## config.mk

```make
export PLATFORM = sky130hd
export DESIGN_NAME = mb_to_blocks_mono
export DESIGN_NICKNAME = d
export VERILOG_FILES = /design/src/rtl/mb2blk_pkg.sv /design/src/rtl/ram_512x8_w1r1.sv /design/src/rtl/mb_to_blocks_mono.sv
export SDC_FILE = /design/constraint.sdc
export NUM_CORES = 2
export LEC_CHECK = 0
export BUFFER_PORTS_ARGS = -buffer_cell sky130_fd_sc_hd__buf_2
export CORE_UTILIZATION = 30
export CTS_CLUSTER_SIZE = 12
export DETAILED_ROUTE_END_ITERATION = 16
export GPL_ROUTABILITY_DRIVEN = 0
export PLACE_DENSITY_LB_ADDON = 0.3
export SYNTH_ARGS = -nofsm -noshare
export SYNTH_HDL_FRONTEND = slang
export SYNTH_SLANG_ARGS = --single-unit
export TNS_END_PERCENT = 1
```

## constraint.sdc

```tcl
create_clock -name clk -period 3.3 [get_ports clk]
set_input_delay 0.66 -clock clk [delete_from_list [all_inputs] [get_ports clk]]
set_output_delay 0.66 -clock clk [all_outputs]
set_load 0.02 [all_outputs]
```

## src/rtl/mb2blk_pkg.sv

```systemverilog
// Shared types and constants for the macroblock-to-8x8-block reorder buffer.
// Read-address helper maps a linear drain counter onto the page layout.
package mb2blk_pkg;

   localparam int MB_SAMPLES = 256;
   localparam int BLK_SIDE   = 8;
   localparam int PAGES      = 2;

   localparam logic [7:0] LAST_IDX = 8'(MB_SAMPLES - 1);

   typedef enum logic [1:0] {
      IDLE  = 2'd0,
      READ  = 2'd1,
      FLUSH = 2'd2
   } rd_state_t;

   // cnt = {blk[1:0], row[2:0], col[2:0]} -> {page, blk[1], row, blk[0], col}
   function automatic logic [8:0] rd_addr(input logic page,
                                          input logic [7:0] cnt);
      return {page, cnt[7], cnt[5:3], cnt[6], cnt[2:0]};
   endfunction

endpackage

```

## src/rtl/ram_512x8_w1r1.sv

```systemverilog
// Two-page sample store: one write port, one registered read port.
// Address bit 8 selects the page; clr zeroes the read register.
module ram_512x8_w1r1
   import mb2blk_pkg::*;
(
   input  logic       clk,
   input  logic       clr,
   input  logic       we,
   input  logic [8:0] waddr,
   input  logic [7:0] wdata,
   input  logic       re,
   input  logic [8:0] raddr,
   output logic [7:0] rdata
);

   logic [7:0] mem [0:PAGES*MB_SAMPLES-1];

   // write port
   always_ff @(posedge clk) begin
      if (we)
         mem[waddr] <= wdata;
   end

   // registered read port, cleared with the block
   always_ff @(posedge clk) begin
      if (clr)
         rdata <= 8'h00;
      else if (re)
         rdata <= mem[raddr];
   end

endmodule

```

## src/rtl/mb_to_blocks_mono.sv

```systemverilog
// Captures 16x16 Y macroblocks into a two-page buffer and replays each as
// four 8x8 row-major blocks. Optional MB2BLK_OVERRUN_CNT_EN adds overrun_cnt.
module mb_to_blocks_mono
   import mb2blk_pkg::*;
(
   input  logic       clk,
   input  logic       rst,
   input  logic       en,
   input  logic       pre_first_in,
   input  logic [7:0] din,
   input  logic [7:0] yaddr,
   input  logic       ywe,
   output logic       ready,
   input  logic       start,
   output logic [7:0] dout,
   output logic       dv,
   output logic       first_out,
   output logic       last_out,
   output logic       busy,
   output logic       overrun
`ifdef MB2BLK_OVERRUN_CNT_EN
   ,
   output logic [7:0] overrun_cnt
`endif
);

   rd_state_t  state;
   rd_state_t  state_nx;
   logic [1:0] full;
   logic       wpage;
   logic       rpage;
   logic       drop;
   logic       drop_eff;
   logic       clr;
   logic       wr_ok;
   logic       wr_done;
   logic       rd_done;
   logic       mb_lost;
   logic       re;
   logic [8:0] raddr;
   logic [7:0] rcnt;

   assign clr = rst | ~en;

   // the first sample of a macroblock must already see the new drop decision
   always_comb begin
      drop_eff = drop;
      if (pre_first_in)
         drop_eff = full[wpage];
   end

   assign wr_ok   = en & ywe & ~drop_eff;
   assign wr_done = wr_ok & (yaddr == LAST_IDX);
   assign rd_done = (state == READ) & (rcnt == LAST_IDX);
   assign mb_lost = en & pre_first_in & full[wpage];

   // page bookkeeping: fill completes on one page while drain frees the other
   always_ff @(posedge clk) begin
      if (clr) begin
         full  <= 2'b00;
         wpage <= 1'b0;
         rpage <= 1'b0;
         drop  <= 1'b0;
      end else begin
         if (pre_first_in)
            drop <= full[wpage];
         if (ywe && yaddr == LAST_IDX && drop_eff)
            drop <= 1'b0;
         if (wr_done) begin
            full[wpage] <= 1'b1;
            wpage       <= ~wpage;
         end
         if (rd_done) begin
            full[rpage] <= 1'b0;
            rpage       <= ~rpage;
         end
      end
   end

   // sticky drop flag survives en=0
   always_ff @(posedge clk) begin
      if (rst)
         overrun <= 1'b0;
      else if (mb_lost)
         overrun <= 1'b1;
   end

`ifdef MB2BLK_OVERRUN_CNT_EN
   // saturating count of dropped macroblocks
   always_ff @(posedge clk) begin
      if (rst)
         overrun_cnt <= 8'h00;
      else if (mb_lost && overrun_cnt != 8'hff)
         overrun_cnt <= overrun_cnt + 8'd1;
   end
`endif

   // reader state register
   always_ff @(posedge clk) begin
      if (clr)
         state <= IDLE;
      else
         state <= state_nx;
   end

   // reader next-state logic
   always_comb begin
      state_nx = state;
      unique case (state)
         IDLE: begin
            if (start && full[rpage])
               state_nx = READ;
         end
         READ: begin
            if (rcnt == LAST_IDX)
               state_nx = FLUSH;
         end
         FLUSH: state_nx = IDLE;
         default: state_nx = IDLE;
      endcase
   end

   // reader outputs and RAM read request
   always_comb begin
      ready = (state == IDLE) & full[rpage];
      busy  = (state != IDLE);
      re    = (state == READ);
      raddr = rd_addr(rpage, rcnt);
   end

   // drain counter: held at zero while idle
   always_ff @(posedge clk) begin
      if (clr)
         rcnt <= 8'h00;
      else if (state == READ)
         rcnt <= rcnt + 8'd1;
      else
         rcnt <= 8'h00;
   end

   // valid and framing flags track the one-cycle RAM latency
   always_ff @(posedge clk) begin
      if (clr) begin
         dv        <= 1'b0;
         first_out <= 1'b0;
         last_out  <= 1'b0;
      end else begin
         dv        <= re;
         first_out <= re & (rcnt == 8'h00);
         last_out  <= re & (rcnt == LAST_IDX);
      end
   end

   ram_512x8_w1r1 u_ram (
      .clk   (clk),
      .clr   (clr),
      .we    (wr_ok),
      .waddr ({wpage, yaddr}),
      .wdata (din),
      .re    (re),
      .raddr (raddr),
      .rdata (dout)
   );

endmodule

```

* After elaboration in Yosys (flattened, before gate mapping)
Memories as Yosys holds them, arrays and structs flattened. A register that Yosys moved wholly into a read port is not among the register bits.
Cells that the tools add are included.
** Cells by class
- Muxes and demuxes :: 17
- Reductions and logical operators :: 11
- Equality and inequality tests :: 5
- Magnitude comparators :: 4
- Bitwise operators :: 17
- Add/subtract/negate cells :: 1
** Operator list (number)
- $eq A8 B8 Y1 const B :: 2
- $mux W2 :: 5
- $mux W1 :: 9
- $add A8 B1 Y8 const B :: 1
- $and A1 B1 Y1 :: 8
- $logic_not A8 Y1 :: 1
- $logic_and A1 B1 Y1 :: 5
- $not A1 Y1 :: 5
- $lt A1 B2 Y1 const B :: 2
- $pmux W2 S2 :: 1
- $reduce_or A2 Y1 :: 2
- $and A2 B2 Y2 :: 1
- $demux W1 S1 :: 2
- $eq A2 B1 Y1 const B :: 1
- $ge A1 B1 Y1 const B :: 2
- $logic_not A2 Y1 :: 1
- $ne A2 B1 Y1 const B :: 1
- $ne A2 B2 Y1 const B :: 1
- $not A2 Y2 :: 1
- $or A2 B2 Y2 :: 1
- $reduce_and A2 Y1 :: 1
- $reduce_bool A2 Y1 :: 1
- $or A1 B1 Y1 :: 1
** Word-level totals
- Bits in registers :: 19
- Memories kept :: 1
- Memory bits (writable) :: 4096
** Memories
- u_ram.mem :: depth 512, width 8, read ports 1, clocked after Yosys merged registers in 1, write ports 1, line ram_512x8_w1r1.sv:16 : logic [7:0] mem [0:PAGES*MB_SAMPLES-1];

* Longest topological paths before layout
- Depth in word-level cells :: 10
- Gate-level depth with buffers :: 14

* By module
From an unflattened synthesis, not the netlist that was laid out.
** Unflattened totals
- Cells, all modules :: 7476
- Area, all modules :: 160564.0 um2
** By module, submodules not included
- ram_512x8_w1r1 :: instances 1, area each 159767.0 um2, cells each 7391, sequential area each 123158.1 um2
- mb_to_blocks_mono :: instances 1, area each 797.0 um2, cells each 85, sequential area each 380.4 um2

* Worst setup path after synthesis
No wires, ideal clock.
- Kind :: register -> register
- Start point :: register rcnt[0]
- End point :: register u_ram.rdata[2], read port of u_ram.mem
- Stages on the path, launching flop included :: 11
- Library setup time :: 128 ps
- Path buffers :: 4
- Arrival time :: 2530 ps
- Setup slack :: 642 ps
- Required time :: 3172 ps
- Path through :: dfxtp_1 buf_6 buf_6 buf_6 buf_2 mux4_2 a2111o_1 o31ai_1 nand4_1 a31oi_1 a211oi_1
** RTL lines
- start: declaration :: line mb_to_blocks_mono.sv:41 : logic [7:0] rcnt;
- start signal: assignment :: line mb_to_blocks_mono.sv:136 : rcnt <= rcnt + 8'd1;
- end: declaration :: line ram_512x8_w1r1.sv:13 : output logic [7:0] rdata

==> reports/metrics.yaml <==
portBuffers: 35
use_met1_pct: 26.1
synthFlopType: "edfxtp_1"
powerDensity_nw_per_um2: 531
slowest_delay_ns: 0.53
syn-instance-count: 7698
final_cell_area_sq_um: 195000
fin_ws_ns: -0.0927
violations: "negative setup slack"
layout_common_cells: "edfxtp_1, buf_4, mux4_2"
pwr-share-clk_pct: 43.2
crit_family: "buffers and inverters"
grt_overflow: 0
clkTransAtPathRegs_ns: 0.06
fin_nets: 9296
drcViolationCount: 0
r2r_start: "rcnt[0]"
pwr-share-seq_pct: 55.5
antenna_found_initial: 48
cpMostUsedCell: "buf_4"
grt_max_degree: 154
grt_setup_unrepaired: "true"
grt_pass1_vias: 87700
dpl_worst_slack_ns: -0.951
final_common_cell: "edfxtp_1"
root_buffer: "clkbuf_16"
worstPathArrival_ns: 4.26
max_freq_ghz: 0.295
grt_busiest_layer: "met2"
comb_power_share_pct: 1.3
status: "finished, violations left"
fin_crit_sh_pct: 103
cp_cell_sequence: "buf_12, buf_12, buf_16, buf_4, mux4_2, mux2i_4, o22ai_2, a2111o_1, o31ai_1, buf_4, nand4_1, buf_4, a31oi_1, a211oi_1"
maxCapViolations: 0
yosys_warnings: 0
hpwl_um: 346000
cts_sinks: 4123
area_growth_pct: 21.7
dieArea_sq_um: 538000
endpoint_kind: "register"
hold_path_startpoint: "din[5]"
crit_type: "register to register"
die_x_um: 733
hold_viol: 0
use_met2_pct: 29.9
ir_worst_vdd_mv: 0.441
crit_path_start_kind: "register"
synth_nets: 7722
crit_path_max_fanout: 11
rows: 268
grt_pass1_wl_um: 718000
die_h_um: 733
dr.first_iter.drc_count: 11400
coreArea_sq_um: 533000
synth-edff-count: 4096
async_reset_ff_share_pct: 0
synth_cell_types: 74
postRouteWirelength_um: 524000
syn_area_per_cell_sq_um: 20.9
ant_nets: 0
grt_usage_pct: 18.9
p_int_mw: 82.6
use_met3_pct: 3.71
cp-startpoint: "rcnt[0]"
ios: 36
wire_per_inst_um: 31.6
dr.pass1.iters: 5
drive_gt1_share_pct: 33.9
clock_skew_ns: 0.0714
setup_viol: 11
hp-class: "input port to register"
start_util_pct: 30.1
cts_tree: "built"
ys_ff_latch: 4123
power.net_switching_mw: 21.1
leakage_nw: 61.4
r2r_setup_slack_ns: -0.09
place_area_sq_um: 181000
period_minus_slack_ns: 3.39
worstPathRequired_ns: 4.17
via_per_inst: 5.27
dr_total_vias: 87400
switching_share_pct: 20.4
clk_latency_ns: 1.00
synth.cell_area_sq_um: 161000
slew_headroom_pct: 25.1
worst_pin_slew_ns: 1.12
cts_buffer_depth: 4
yosysSeqAreaShare_pct: 77.0
crit_slowest_cell: "mux4_2"
h-tree-depth: 5
drv_slew: 0
path_buf_inv: 6
numCtsBuffers: 423
[registers in the layout (all words and copies together), names as in the netlist, 2 cells and up]
| signal | cells |
|---|---|
| full | 2 |
| rcnt | 8 |
| state | 2 |
| u_ram.mem | 4096 |
| u_ram.rdata | 8 |
[worst register-to-register path: cells and delay by family (launching register included)]
| kind | cells | cell delay (ns) |
|---|---|---|
| buffers and inverters | 6 | 1.05 |
| multiplexers | 2 | 0.72 |
| AND/OR/NAND/NOR | 1 | 0.24 |
| AO/OA/AOI/OAI | 5 | 0.88 |
| flip-flops | 1 | 0.37 |
[area by class of cell]
cell class	instances	area, sq um
inverters	9	47.5
clock inverters	165	1400
fillers	48600	337000
repair buffers	1625	15300
clock buffers	549	11200
multi-input cells	3090	35100
diodes	13	32.5
flip-flops and latches	4123	124000
well taps	7020	8780
[Yosys cell counts, types with 15 or more instances]
cell type  count  area (sq um)
a22oi_1      103           773
nand3_1       75           375
a31oi_1       32           200
nand2_1      247           927
buf_4         67           503
nand2b_1      16           100
a311oi_1      16           140
o221ai_1      24           210
buf_2        156           781
buf_6         54           608
clkbuf_1     168           631
o211ai_1      23           173
and3_1        15          93.8
nand4_1       22           138
o22ai_1       62           388
dfxtp_1       27           541
nor3_1        36           180
mux2_2        47           529
a211oi_1      52           390
nor2b_1       33           206
nor2_1       587          2200
mux4_2       904         20400
o21ai_0       73           365
edfxtp_1    4096        123000
a221oi_1      42           368
buf_1         20          75.1
a21oi_1       95           475
mux2i_1      423          4230
[final timing paths]
check                 endpoint  depth (start not counted)
min          u_ram.mem[311][5]                          1
min reg2reg            full[1]                          1
max reg2reg     u_ram.rdata[2]                         14
max             u_ram.rdata[2]                         14
[logic make-up (layout without fill, tap and decap cells)]
logic type / count (synthesis) / in the layout / share of synthesized area, %
adders and majority gates: 2 / 2 / 0.0156
and+or+nand+nor: 1092 / 1092 / 2.89
buffers and inverters: 485 / 2348 / 1.75
other: 0 / 13 / 0
AOI/OAI and AO/OA: 616 / 616 / 2.70
xor gates and xnor gates: 6 / 6 / 0.0327
DFF: 4123 / 4123 / 77.0
muxes: 1374 / 1374 / 15.7
[power by group through the flow]
stage               combinational, mW  clock (mW)  sequential [mW]
CTS                              1.35        45.5             57.6
finish                           1.35        44.8             57.6
detailed placement               1.35           0             58.7
global route                     1.40        47.3             57.5
global placement                 1.27           0             58.7
floorplan                      0.0683           0             58.7
[what timing repair did]
action                                  in CTS  in global routing
gates cloned                                 8                  4
pin swaps                                   15                 29
resized for setup                           78                117
hold buffers                                 4                  0
endpoints found under the setup margin       9                  8
hold endpoints to repair                     2                  0
buffers inserted                            28                 45
[per-layer routing]
layer / share of wire (%) / routed length [um]
met1: 41 / 214000
met2: 46 / 243000
met3: 9.2 / 48100
met4: 3.7 / 19500
met5: 0.027 / 139
[stage by stage]
step / power, mW / std cells / utilization, % / hold slack (ns) / TNS (ns)
6_report: 104 / 16600 / 36.7 / 0.0930 / -0.443
5_1_grt: 106 / 16600 / 36.7 / 0.0614 / -0.677
4_1_cts: 104 / 16500 / 36.5 / 0.0119 / -0.243
3_5_place_dp: 60.0 / 15800 / 33.9 / 0.463 / -5.33
3_3_place_gp: 59.9 / 15800 / 33.9 / 0.463 / -5.65
2_1_floorplan: 58.8 / 7698 / - / 0.462 / 0
No activity file was read; power rests on OpenSTA's default activity.
